$ cat config.mk
export PLATFORM = sky130hd
export DESIGN_NAME = rf_wb_port_arbiter
export DESIGN_NICKNAME = d
export VERILOG_FILES = /design/src/rtl/rf_wb_port_arbiter.sv
export SDC_FILE = /design/constraint.sdc
export NUM_CORES = 1
export LEC_CHECK = 0
export ABC_CLOCK_PERIOD_IN_PS = 3200
export BUFFER_PORTS_ARGS = -buffer_cell sky130_fd_sc_hd__buf_4
export CORE_ASPECT_RATIO = 0.8
export CORE_MARGIN = 4
export CORE_UTILIZATION = 52
export CTS_CLUSTER_SIZE = 16
export DETAILED_ROUTE_END_ITERATION = 16
export PLACE_DENSITY = 0.77
export SYNTH_ARGS = -nofsm -noshare
export SYNTH_HDL_FRONTEND = slang
export SYNTH_SLANG_ARGS = --single-unit
$ cat constraint.sdc
create_clock -name clk -period 3.2 [get_ports clk]
set_clock_uncertainty 0.1 [all_clocks]
set_input_delay 0.16 -clock clk [delete_from_list [all_inputs] [get_ports clk]]
set_output_delay 0.16 -clock clk [all_outputs]
set_load 0.005 [all_outputs]
$ cat src/rtl/rf_wb_port_arbiter.sv
// Register-file write-port arbiter: pipeline writeback has priority, MDU results queue in a FIFO.
// Latency: pipe path 0 cycles (combinational); MDU path >= 1 cycle through the result FIFO.
// Backpressure: mdu_ready drops when the FIFO is full; stall_req asks for a bubble when the head starves.
module rf_wb_port_arbiter #(
    parameter int XLEN     = 32,
    parameter int DEPTH    = 4,
    parameter int MAX_WAIT = 8
) (
    input  logic                     clk,
    input  logic                     rst,
    input  logic                     pipe_we,
    input  logic [4:0]               pipe_rd,
    input  logic [XLEN-1:0]          pipe_wd,
    input  logic                     mdu_valid,
    input  logic [4:0]               mdu_rd,
    input  logic [XLEN-1:0]          mdu_wd,
    output logic                     mdu_ready,
    output logic                     rf_we,
    output logic [4:0]               rf_rd,
    output logic [XLEN-1:0]          rf_wd,
    output logic                     stall_req,
    output logic [31:0]              pending_mask,
    output logic [$clog2(DEPTH):0]   fifo_count
);

    localparam int PW = $clog2(DEPTH);
    localparam int CW = PW + 1;
    localparam int AW = $clog2(MAX_WAIT) + 1;
    localparam logic [CW-1:0] DEPTH_C = CW'(DEPTH);
    localparam logic [AW-1:0] AGE_MAX = AW'(MAX_WAIT - 1);

    typedef enum logic [1:0] {S_IDLE, S_WAIT, S_DRAIN} state_t;

    // FIFO storage; unoccupied slots always hold valid=0 so the mask can scan every slot
    logic [4:0]      ent_rd [DEPTH];
    logic [XLEN-1:0] ent_wd [DEPTH];
    logic [DEPTH-1:0] ent_vld;
    logic [DEPTH-1:0] vld_nxt;
    logic [PW-1:0]   rd_ptr;
    logic [PW-1:0]   wr_ptr;
    logic [PW-1:0]   rd_ptr_nxt;
    logic [CW-1:0]   count;
    logic [CW-1:0]   count_nxt;

    logic            pipe_wr;
    logic            push;
    logic            pop;
    logic            head_vld;
    logic            nxt_head_vld;

    state_t          state;
    logic [AW-1:0]   age;

    // x0 writes are architecturally dropped, so they leave the port free for the FIFO head
    assign pipe_wr    = pipe_we && (pipe_rd != 5'd0);
    assign mdu_ready  = !rst && (count < DEPTH_C);
    assign push       = mdu_valid && mdu_ready;
    assign pop        = !rst && !pipe_wr && (count != '0);
    assign head_vld   = (count != '0) && ent_vld[rd_ptr];
    assign fifo_count = count;

    // Write port: pipe wins, otherwise the head (squashed heads are popped silently)
    always_comb begin
        rf_we = 1'b0;
        rf_rd = 5'd0;
        rf_wd = '0;
        if (!rst) begin
            if (pipe_wr) begin
                rf_we = 1'b1;
                rf_rd = pipe_rd;
                rf_wd = pipe_wd;
            end else if (count != '0) begin
                rf_we = ent_vld[rd_ptr];
                rf_rd = ent_rd[rd_ptr];
                rf_wd = ent_wd[rd_ptr];
            end
        end
    end

    // Next-cycle valid bits: pop clears head, pipe write squashes older same-rd entries, push sets new slot last
    always_comb begin
        vld_nxt = ent_vld;
        if (pop) begin
            vld_nxt[rd_ptr] = 1'b0;
        end
        if (pipe_wr) begin
            for (int i = 0; i < DEPTH; i++) begin
                if (ent_rd[i] == pipe_rd) begin
                    vld_nxt[i] = 1'b0;
                end
            end
        end
        if (push) begin
            vld_nxt[wr_ptr] = (mdu_rd != 5'd0);
        end
    end

    assign rd_ptr_nxt   = pop ? rd_ptr + PW'(1) : rd_ptr;
    assign count_nxt    = count + CW'(push) - CW'(pop);
    assign nxt_head_vld = (count_nxt != '0) && vld_nxt[rd_ptr_nxt];

    // Pending-write view of queued valid entries
    always_comb begin
        pending_mask = 32'd0;
        for (int i = 0; i < DEPTH; i++) begin
            if (ent_vld[i]) begin
                pending_mask[ent_rd[i]] = 1'b1;
            end
        end
    end

    // FIFO pointers, occupancy and entry payloads
    always_ff @(posedge clk) begin
        if (rst) begin
            rd_ptr  <= '0;
            wr_ptr  <= '0;
            count   <= '0;
            ent_vld <= '0;
        end else begin
            ent_vld <= vld_nxt;
            count   <= count_nxt;
            rd_ptr  <= rd_ptr_nxt;
            if (push) begin
                ent_rd[wr_ptr] <= mdu_rd;
                ent_wd[wr_ptr] <= mdu_wd;
                wr_ptr         <= wr_ptr + PW'(1);
            end
        end
    end

    // Starvation FSM: counts cycles a valid head is blocked, requests a bubble once it has waited MAX_WAIT
    always_ff @(posedge clk) begin
        if (rst) begin
            state     <= S_IDLE;
            age       <= '0;
            stall_req <= 1'b0;
        end else begin
            case (state)
                S_IDLE: begin
                    age       <= '0;
                    stall_req <= 1'b0;
                    if (nxt_head_vld) begin
                        state <= S_WAIT;
                    end
                end
                S_WAIT: begin
                    if (pop || !head_vld || !nxt_head_vld && !head_vld) begin
                        age       <= '0;
                        state     <= nxt_head_vld ? S_WAIT : S_IDLE;
                        stall_req <= 1'b0;
                    end else if (age == AGE_MAX) begin
                        state     <= S_DRAIN;
                        stall_req <= 1'b1;
                    end else begin
                        age <= age + AW'(1);
                    end
                end
                S_DRAIN: begin
                    if (pop || !head_vld || !vld_nxt[rd_ptr]) begin
                        age       <= '0;
                        state     <= nxt_head_vld ? S_WAIT : S_IDLE;
                        stall_req <= 1'b0;
                    end
                end
                default: begin
                    state     <= S_IDLE;
                    age       <= '0;
                    stall_req <= 1'b0;
                end
            endcase
        end
    end

endmodule

==> results.ini <==
[min_path]
holdPathStages = 3
holdPathEnd = stall_req
hold_path.class = input pin to register
hp-start = rst

[floorplanning]
die_h_um = 121
num_io_pins = 153
coreArea_mm2 = 0.0157
num_rows = 41
die-area_mm2 = 0.0181
start_util_pct = 52.9
die_x_um = 150

[status]
status = finished clean

[synth]
synthArstFlopShare_pct = 0
ys_types = 58
yosysWarnings = 0
synth_edf_count = 148
avgSynthCellArea_um2 = 12.9
synth_cells = 647
synth_top_cells_by_area = edfxtp_1 (53%), mux4_2 (10%), dfxtp_1 (4.3%)
ys.flop_type = edfxtp_1
synth_top_area_share_pct = 53.3
syn_area_mm2 = 0.00833
syn_nets = 736
ys_seq_area_share_pct = 57.6
ys_top_cells_by_count = edfxtp_1 (148), nand2_1 (65), a21oi_1 (48), nand3_1 (41), nor2_1 (41)
synthMostInstantiatedCell = edfxtp_1
synth_area_leader_cell = edfxtp_1
ys_ff_latch = 166

[layout]
areaGrowthSynthToFinish_pct = 28.3
finalNetCount = 917
fillers = 1114
post_route_cells_drive_above_1_share_pct = 31.7
diodes = 0
fin_cells = 1056

[route]
avgViaCountPerCell = 6.23
drt-total-wl_mm = 23.1
antenna_left = 0
first_pass_iters = 9
drc = 0
wire_per_inst_um = 21.9
drt-initial-drc-count = 764
route.vias.total = 6577

[power]
clock_power_share_pct = 34.8
p_seq_share_pct = 43.2
leakagePower_nw = 3.82
switching_share_pct = 28.0
p_int_mw = 4.25
p_comb_share_pct = 22.0
p_switching_mw = 1.65
vdd_drop_max_uv = 493
powerDensity_mw_per_mm2 = 552

[critical_path]
reg2reg_depth = 11
endpoint_kind = register
critPathKind = register to register
start_kind = register
regToRegSetupSlack_ns = 0.24
crit_required_ns = 3.43
worstPathArrival_ns = 3.19
r2r_end = state[0]
rr_startpoint = fifo_count[1]
path_max_fanout = 4

[placement]
dpl.hpwl_mm = 14.8
io_buffers = 152
placedCellCount = 987
dp_slack_ns = 0.255
gp_congestion = 0.899

[clock_tree]
cts.sinks = 166
clockBufferDepth = 2
tritoncts = built
cts_setup_buffers = 0
clkTransAtPathRegs_ns = 0.07
cts-resized-gates = 0
cts-root-buf = clkbuf_16
clk_latency_ns = 0.42
cts_max_level = 4
numCtsBuffers = 17

[timing]
timing.final.setup_violations = 0
worst_pin_slew_ns = 0.831
report.final.hold_viol_count = 0
tns_ns = 0
drv_slew = 0
layout_setup_ws_ns = 0.239
relSlewSlack_pct = 44.4
finalCriticalPeriod_ns = 2.96
fmax_ghz = 0.338
rsz0062_at_grt = false
finalCritPeriodShare_pct = 92.5

[global_routing]
grt_use_total_pct = 25.7
grt_pass1_vias = 6681
grt_max_degree = 53
grt_pass1_wl_mm = 35.7
overflow = 0
antenna_found_initial = 0

[run]
maxCapViolCount = 0

## how the worst max path moves through the flow
stage	slack (ns)	startpoint	depth (start not counted)	end
after floorplan	0.24	fifo_count[1]	13	state[0]
after global placement	0.42	fifo_count[1]	11	state[0]
after detailed placement	0.26	fifo_count[1]	11	state[0]
after CTS	0.22	fifo_count[1]	11	state[0]
after global routing	0.10	fifo_count[1]	11	state[0]
final	0.24	fifo_count[1]	11	state[0]
## layout make-up
cell class / count / area [um^2] / area share [%]
Inverter: 10 / 37.5 / 0.351
Clock inverter: 15 / 175 / 1.64
Sequential cell: 166 / 4810 / 45.0
Tap cell: 215 / 269 / 2.52
Clock buffer: 17 / 425 / 3.98
Timing Repair Buffer: 215 / 1710 / 16.0
Multi-Input combinational cell: 418 / 3270 / 30.6
## cell usage in the layout, fill, tap and decap left out, drive strengths merged, types with 5 or more instances in the layout
master / instances
a21oi: 48
a221o: 13
a22oi: 16
and3: 5
and3b: 6
buf: 178
clkbuf: 17
clkinv: 7
dfxtp: 18
dlygate4sd3: 37
edfxtp: 148
ha: 10
inv: 14
mux4: 38
nand2: 65
nand3: 41
nand3b: 10
nor2: 41
nor3: 6
nor3b: 10
o211ai: 9
o221ai: 10
o22ai: 14
or3b: 6
xnor2: 17
xor2: 8
## kinds of logic after synthesis
kind of cell | share of synthesized area [%]
and+or+nand+nor | 13.0
DFF | 57.6
AOI/OAI and AO/OA | 11.5
buffers and inverters | 3.12
muxes | 10.4
xor gates and xnor gates | 2.63
adders and majority gates | 1.74
## layer usage
metal,vias to the layer above,GRT usage (%),share of wire [%]
met1,3221,34.1,39
met4,0,7.66,2.2
met2,414,42.0,49
met3,59,7.06,9.8
li1,2883,-,-
met5,-,0,0
## state kept, by name, summed over array words and instances (netlist names)
name,cells
fifo_count,3
ent_wd,128
rd_ptr,2
wr_ptr,2
age,4
state,2
ent_rd,20
ent_vld,4
stall_req,1
## critical path, cell delays in order, from the launching register on
cell	delay, ns
dfxtp_1	0.36
or3_1	0.40
and4_1	0.22
xor2_1	0.16
ha_1	0.16
inv_1	0.05
fa_1	0.37
xor2_1	0.16
xnor2_1	0.14
a221oi_1	0.33
o31ai_1	0.14
o32ai_1	0.28
## metrics by stage
stage                     hold slack (ns)  utilization [%]  power, mW  instance area (um^2)
after CTS                         0.00181             67.9       5.93                 10700
after global placement              0.259             61.7       3.81                  9720
final                              0.0250             67.9       5.90                 10700
after floorplan                     0.159                -       3.37                  8330
after detailed placement            0.265             61.7       3.85                  9720
after global routing               0.0311             67.9       6.14                 10700
## timing repair
action | 4_1_cts | 5_1_grt
hold endpoints to repair | 148 | 0
hold buffers | 37 | 0
endpoints found under the setup margin | 0 | 0
## power groups by stage
stage	clock network, mW	registers [mW]	logic (mW)
after floorplan	0	2.57	0.797
after global placement	0	2.59	1.22
after detailed placement	0	2.60	1.25
after CTS	2.08	2.55	1.30
after global routing	2.18	2.56	1.40
final	2.05	2.55	1.30
Note: power is estimated with default switching activity, not from simulation.
